**src/rtl/alu2_pkg.sv**
```systemverilog
// Shared opcode encodings, widths and flag bit positions for the alu2 slice.
package alu2_pkg;

    localparam int unsigned OP_W    = 4;
    localparam int unsigned SHAMT_W = 6;
    localparam int unsigned FLAGS_W = 4;

    // Bit positions inside flags_q = {negative, zero, carry, overflow}
    localparam int unsigned FLAG_NEG   = 3;
    localparam int unsigned FLAG_ZERO  = 2;
    localparam int unsigned FLAG_CARRY = 1;
    localparam int unsigned FLAG_OVF   = 0;

    typedef enum logic [OP_W-1:0] {
        ALU_AND  = 4'b0000,
        ALU_OR   = 4'b0001,
        ALU_ADD  = 4'b0010,
        ALU_XOR  = 4'b0011,
        ALU_SLL  = 4'b0100,
        ALU_SRL  = 4'b0101,
        ALU_SUB  = 4'b0110,
        ALU_SLT  = 4'b0111,
        ALU_SRA  = 4'b1000,
        ALU_SLTU = 4'b1001
    } alu_op_e;

    // Opcodes that run the shared adder in subtract mode
    function automatic logic uses_sub(input logic [OP_W-1:0] op);
        return (op == ALU_SUB) || (op == ALU_SLT) || (op == ALU_SLTU);
    endfunction

endpackage

```
**src/rtl/alu2_if.sv**
```systemverilog
// Operand/result bundle between the issuing logic (master) and the ALU (slave).
interface alu2_if
    import alu2_pkg::*;
#(
    parameter int unsigned WIDTH = 64
);
    logic        [WIDTH-1:0]   rs1;
    logic        [WIDTH-1:0]   rs2;
    logic        [OP_W-1:0]    ALUControl;
    logic signed [WIDTH-1:0]   rd;
    logic                      zero;
    logic        [FLAGS_W-1:0] flags_q;

    modport master (
        output rs1, rs2, ALUControl,
        input  rd, zero, flags_q
    );

    modport slave (
        input  rs1, rs2, ALUControl,
        output rd, zero, flags_q
    );
endinterface

```
**src/rtl/alu2_addsub.sv**
```systemverilog
// WIDTH-bit adder/subtractor shared by ADD, SUB, SLT and SLTU.
module alu2_addsub #(
    parameter int unsigned WIDTH = 64
) (
    input  logic [WIDTH-1:0] i_a,
    input  logic [WIDTH-1:0] i_b,
    input  logic             i_sub,
    output logic [WIDTH-1:0] o_sum,
    output logic             o_carry,
    output logic             o_overflow
);
    localparam int unsigned EXT_W = WIDTH + 1;

    logic [WIDTH-1:0] w_b;
    logic [EXT_W-1:0] w_ext;

    // Subtract as a + ~b + 1, so carry-out doubles as "no borrow"
    assign w_b   = i_sub ? ~i_b : i_b;
    assign w_ext = {1'b0, i_a} + {1'b0, w_b} + EXT_W'(i_sub);

    assign o_sum      = w_ext[WIDTH-1:0];
    assign o_carry    = w_ext[WIDTH];
    assign o_overflow = (i_a[WIDTH-1] == w_b[WIDTH-1]) && (o_sum[WIDTH-1] != i_a[WIDTH-1]);
endmodule

```
**src/rtl/alu2.sv**
```systemverilog
// Combinational ALU with a registered copy of the previous operation's flags.
module alu2
    import alu2_pkg::*;
#(
    parameter int unsigned WIDTH = 64
) (
    input  logic  clk,
    input  logic  reset,
    alu2_if.slave bus
);
    logic [WIDTH-1:0]   w_sum;
    logic               w_as_carry;
    logic               w_as_ovf;
    logic               w_sub;
    logic [SHAMT_W-1:0] w_shamt;
    logic               w_lt_s;
    logic               w_lt_u;
    logic [WIDTH-1:0]   w_rd;
    logic               w_carry;
    logic               w_ovf;
    logic [FLAGS_W-1:0] w_flags;
    logic [FLAGS_W-1:0] r_flags;

    assign w_sub   = uses_sub(bus.ALUControl);
    assign w_shamt = bus.rs2[SHAMT_W-1:0];

    alu2_addsub #(.WIDTH(WIDTH)) u_addsub (
        .i_a        (bus.rs1),
        .i_b        (bus.rs2),
        .i_sub      (w_sub),
        .o_sum      (w_sum),
        .o_carry    (w_as_carry),
        .o_overflow (w_as_ovf)
    );

    // Comparisons derived from rs1 - rs2
    assign w_lt_s = w_sum[WIDTH-1] ^ w_as_ovf;
    assign w_lt_u = ~w_as_carry;

    // Result multiplexer; undefined opcodes fall through to zero
    always_comb begin
        w_rd    = '0;
        w_carry = 1'b0;
        w_ovf   = 1'b0;
        case (bus.ALUControl)
            ALU_AND:  w_rd = bus.rs1 & bus.rs2;
            ALU_OR:   w_rd = bus.rs1 | bus.rs2;
            ALU_XOR:  w_rd = bus.rs1 ^ bus.rs2;
            ALU_ADD, ALU_SUB: begin
                w_rd    = w_sum;
                w_carry = w_as_carry;
                w_ovf   = w_as_ovf;
            end
            ALU_SLL:  w_rd = bus.rs1 << w_shamt;
            ALU_SRL:  w_rd = bus.rs1 >> w_shamt;
            ALU_SRA:  w_rd = $signed(bus.rs1) >>> w_shamt;
            ALU_SLT:  w_rd = WIDTH'(w_lt_s);
            ALU_SLTU: w_rd = WIDTH'(w_lt_u);
            default:  w_rd = '0;
        endcase
    end

    always_comb begin
        w_flags             = '0;
        w_flags[FLAG_NEG]   = w_rd[WIDTH-1];
        w_flags[FLAG_ZERO]  = (w_rd == '0);
        w_flags[FLAG_CARRY] = w_carry;
        w_flags[FLAG_OVF]   = w_ovf;
    end

    always_ff @(posedge clk or posedge reset) begin
        if (reset) begin
            r_flags <= '0;
        end else begin
            r_flags <= w_flags;
        end
    end

    assign bus.rd      = w_rd;
    assign bus.zero    = w_flags[FLAG_ZERO];
    assign bus.flags_q = r_flags;
endmodule

```
**src/flat_wrapper.sv**
```systemverilog
// flat-port wrapper written by rule: the top's interface ports become plain ports
module alu2_flat import alu2_pkg::*;
#(
    parameter int unsigned WIDTH = 64
)
  (clk, reset, bus_rs1, bus_rs2, bus_ALUControl, bus_rd, bus_zero, bus_flags_q);
  alu2_if #(.WIDTH(WIDTH)) bus_i ();
  input  logic clk;
  input  logic reset;
  input wire logic [$bits(bus_i.rs1)-1:0] bus_rs1;
  input wire logic [$bits(bus_i.rs2)-1:0] bus_rs2;
  input wire logic [$bits(bus_i.ALUControl)-1:0] bus_ALUControl;
  output wire logic [$bits(bus_i.rd)-1:0] bus_rd;
  output wire logic [$bits(bus_i.zero)-1:0] bus_zero;
  output wire logic [$bits(bus_i.flags_q)-1:0] bus_flags_q;
  assign bus_i.rs1 = bus_rs1;
  assign bus_i.rs2 = bus_rs2;
  assign bus_i.ALUControl = bus_ALUControl;
  assign bus_rd = bus_i.rd;
  assign bus_zero = bus_i.zero;
  assign bus_flags_q = bus_i.flags_q;
  alu2 #(.WIDTH(WIDTH)) u_core (.clk(clk), .reset(reset), .bus(bus_i));
endmodule
```
**config.mk**
```make
export PLATFORM = sky130hd
export DESIGN_NAME = alu2_flat
export DESIGN_NICKNAME = d
export VERILOG_FILES = /design/src/rtl/alu2_pkg.sv /design/src/rtl/alu2_if.sv /design/src/rtl/alu2_addsub.sv /design/src/rtl/alu2.sv /design/src/flat_wrapper.sv
export SDC_FILE = /design/constraint.sdc
export NUM_CORES = 1
export LEC_CHECK = 0
export ABC_AREA = 1
export BUFFER_PORTS_ARGS = -buffer_cell sky130_fd_sc_hd__buf_2
export CAP_MARGIN = 20
export CORE_ASPECT_RATIO = 1.1
export CORE_MARGIN = 2
export CORE_UTILIZATION = 45
export DETAILED_ROUTE_END_ITERATION = 10
export PLACE_DENSITY_LB_ADDON = 0.12
export SYNTH_ARGS = -nofsm -noshare
export SYNTH_HDL_FRONTEND = slang
export SYNTH_SLANG_ARGS = --single-unit
```
**constraint.sdc**
```tcl
create_clock -name clk -period 8.8 [get_ports clk]
set_clock_uncertainty 0.05 [all_clocks]
set_input_delay 0.88 -clock clk [delete_from_list [all_inputs] [get_ports clk]]
set_output_delay 0.88 -clock clk [all_outputs]
set_load 0.005 [all_outputs]
```
==> results.json <==
{
  "drc": 0,
  "wire_per_inst_um": 24.2,
  "min_path_type": "in -> async",
  "h-tree-depth": 1,
  "synth.distinct_cells": 63,
  "yosys_register_bits": 4,
  "core_area_sq_um": 41300,
  "numPortBuffers": 202,
  "drv_cap": 0,
  "finalPower_mw": 1.62,
  "cts-hold-fix-buffers": 0,
  "synthToLayoutAreaGrowth_pct": 5.96,
  "setup_viol": 0,
  "synth_edf_count": 0,
  "yosysWarnings": 0,
  "rows": 78,
  "synth_top_area_share_pct": 25.4,
  "synth_ff_type": "dfrtp_1",
  "worstSetupStartpointType": "input pin",
  "avgSynthCellArea_sq_um": 5.01,
  "drv_slew": 0,
  "fin_nets": 4150,
  "grt_max_degree": 89,
  "critPathTopFamily": "simple AND/OR/NAND/NOR gates",
  "fillCellCount": 5010,
  "cts_resized": 0,
  "vdd_ir_drop_max_mv": 0.0465,
  "netlist_area_sq_um": 18900,
  "fin_crit_ps": 7020,
  "grt_pass1_vias": 23800,
  "fin_tns_setup_ps": 0,
  "root_buffer": "clkbuf_16",
  "die_w_um": 199,
  "clkSlewWorstSetupHoldPaths_ps": 30,
  "drt-initial-drc-count": 3474,
  "regArea_sq_um": 100,
  "rsz0062_at_grt": "no",
  "slowest_stage": "nand2_4",
  "ant_nets": 0,
  "hold_viol": 0,
  "yosysSeqAreaShare_pct": 0.530,
  "largest_reg_flops": 4,
  "final_util_pct": 48.5,
  "holdWs_ps": 479,
  "path_class": "in -> out",
  "required_ps": 7870,
  "viasPerCell": 6.07,
  "wirelength_mm": 106,
  "multi_input_area_sq_um": 16300,
  "antenna_found_initial": 1,
  "dp_cells": 4372,
  "dp_hpwl_mm": 87.7,
  "post-cts-setup-buffers": 0,
  "crit_fanout": 46,
  "fin_cells": 4376,
  "cts_tree": "built",
  "relSlewSlack_pct": 33.2,
  "cp_num_buf_inv": 7,
  "async_flop_share_pct": 100,
  "drt_first_pass_iters": 7,
  "synth_nets": 4099,
  "start_util_pct": 45.7,
  "critical-path-max-stage-delay_ps": 630,
  "clk_path_buf_depth": 2,
  "worst_setup_path_end_kind": "output pin",
  "grt-ovfl-total": 0,
  "min_period_over_period_pct": 79.8,
  "cts-buffers-inserted": 3,
  "grt_first_pass_wirelength_mm": 151,
  "routabilityCongestion": 1.10,
  "tightestPinTransition_ps": 1000,
  "cts.sinks": 4,
  "via_count": 26600,
  "leakagePower_nw": 11.5,
  "gr-usage-all-layers_pct": 47.0,
  "outcome": "finished, final reports clean",
  "clock.fmax_mhz": 142,
  "ios": 203,
  "die_height_um": 219,
  "netlist.top_cell.by_area": "nand2_1",
  "cpMostUsedCell": "nand2_1",
  "drive_above_1_share_pct": 8.36,
  "die_area_sq_um": 43600,
  "synthTopCellsByArea": "nand2_1 (25%), nand3_1 (19%), ha_1 (13%)",
  "powerDensity_nw_per_um2": 81.0,
  "synth_cells": 3766,
  "crit_arrival_ps": 6090
}
[Yosys cell counts (19+ instances only)]
| cell type | instances |
|---|---|
| nor3_1 | 20 |
| ha_1 | 198 |
| o21a_1 | 27 |
| clkbuf_1 | 51 |
| o21ai_1 | 42 |
| a21oi_1 | 156 |
| o21bai_1 | 22 |
| inv_1 | 408 |
| o211ai_1 | 19 |
| xor2_1 | 65 |
| nor2_1 | 308 |
| a221oi_1 | 31 |
| nand3_1 | 710 |
| o21ai_0 | 102 |
| nand2_2 | 27 |
| nand2_1 | 1280 |
| buf_2 | 65 |
| nand4_1 | 32 |
| buf_1 | 38 |
[stage by stage]
step,setup WS [ps],area [sq um]
floorplan,3940,18900
finish,1780,20000
detailed placement,1980,19900
global placement,1950,19900
global route,1590,20000
CTS,1980,20000
[layer usage]
| metal | global-route usage, % | part of all wire [%] |
|---|---|---|
| met1 | 61.2 | 39 |
| met2 | 71.4 | 42 |
| met3 | 9.27 | 12 |
| met4 | 28.0 | 7.1 |
| met5 | 0 | 0.012 |
[logic make-up after synthesis]
logic type | synth area share, %
DFF | 0.530
buffers and inverters | 13.3
adders and majority gates | 13.2
xor gates and xnor gates | 3.01
and+or+nand+nor | 55.5
AOI/OAI and AO/OA | 14.4
muxes | 0.0530
[area by class of cell]
type                       instances  area share [%]
sequential                         4           0.500
tap                              560            3.50
multi-input combinational       3154            81.4
clock buffer                       3           0.375
antenna                            1          0.0125
inverter                         428            8.10
timing repair buffer             226            6.08
[worst max path at each step]
stage                            startpoint  endpoint  slack, ps  cells past startpoint
after floorplan           bus_ALUControl[3]  bus_zero       3940                     23
after global placement    bus_ALUControl[0]  bus_zero       1950                     23
after detailed placement  bus_ALUControl[0]  bus_zero       1980                     23
after CTS                 bus_ALUControl[0]  bus_zero       1980                     23
after global routing      bus_ALUControl[0]  bus_zero       1590                     25
final                     bus_ALUControl[0]  bus_zero       1780                     25
[report_power, final]
part	internal, mW	switching [mW]
clock	0.0582	0.0144
combinational	0.439	1.09
sequential	0.0194	0.000290
[cells in the final DEF (no fill, tap or decap), types with 31 or more instances in the layout]
| cell type | instances |
|---|---|
| xor2_1 | 65 |
| nor2_1 | 306 |
| nand3_1 | 710 |
| inv_1 | 408 |
| buf_2 | 197 |
| a21oi_1 | 156 |
| o21ai_0 | 102 |
| ha_1 | 198 |
| a221oi_1 | 31 |
| nand2_1 | 1278 |
| nand4_1 | 32 |
| o21ai_1 | 42 |
Power figures use the tool's default switching activity.
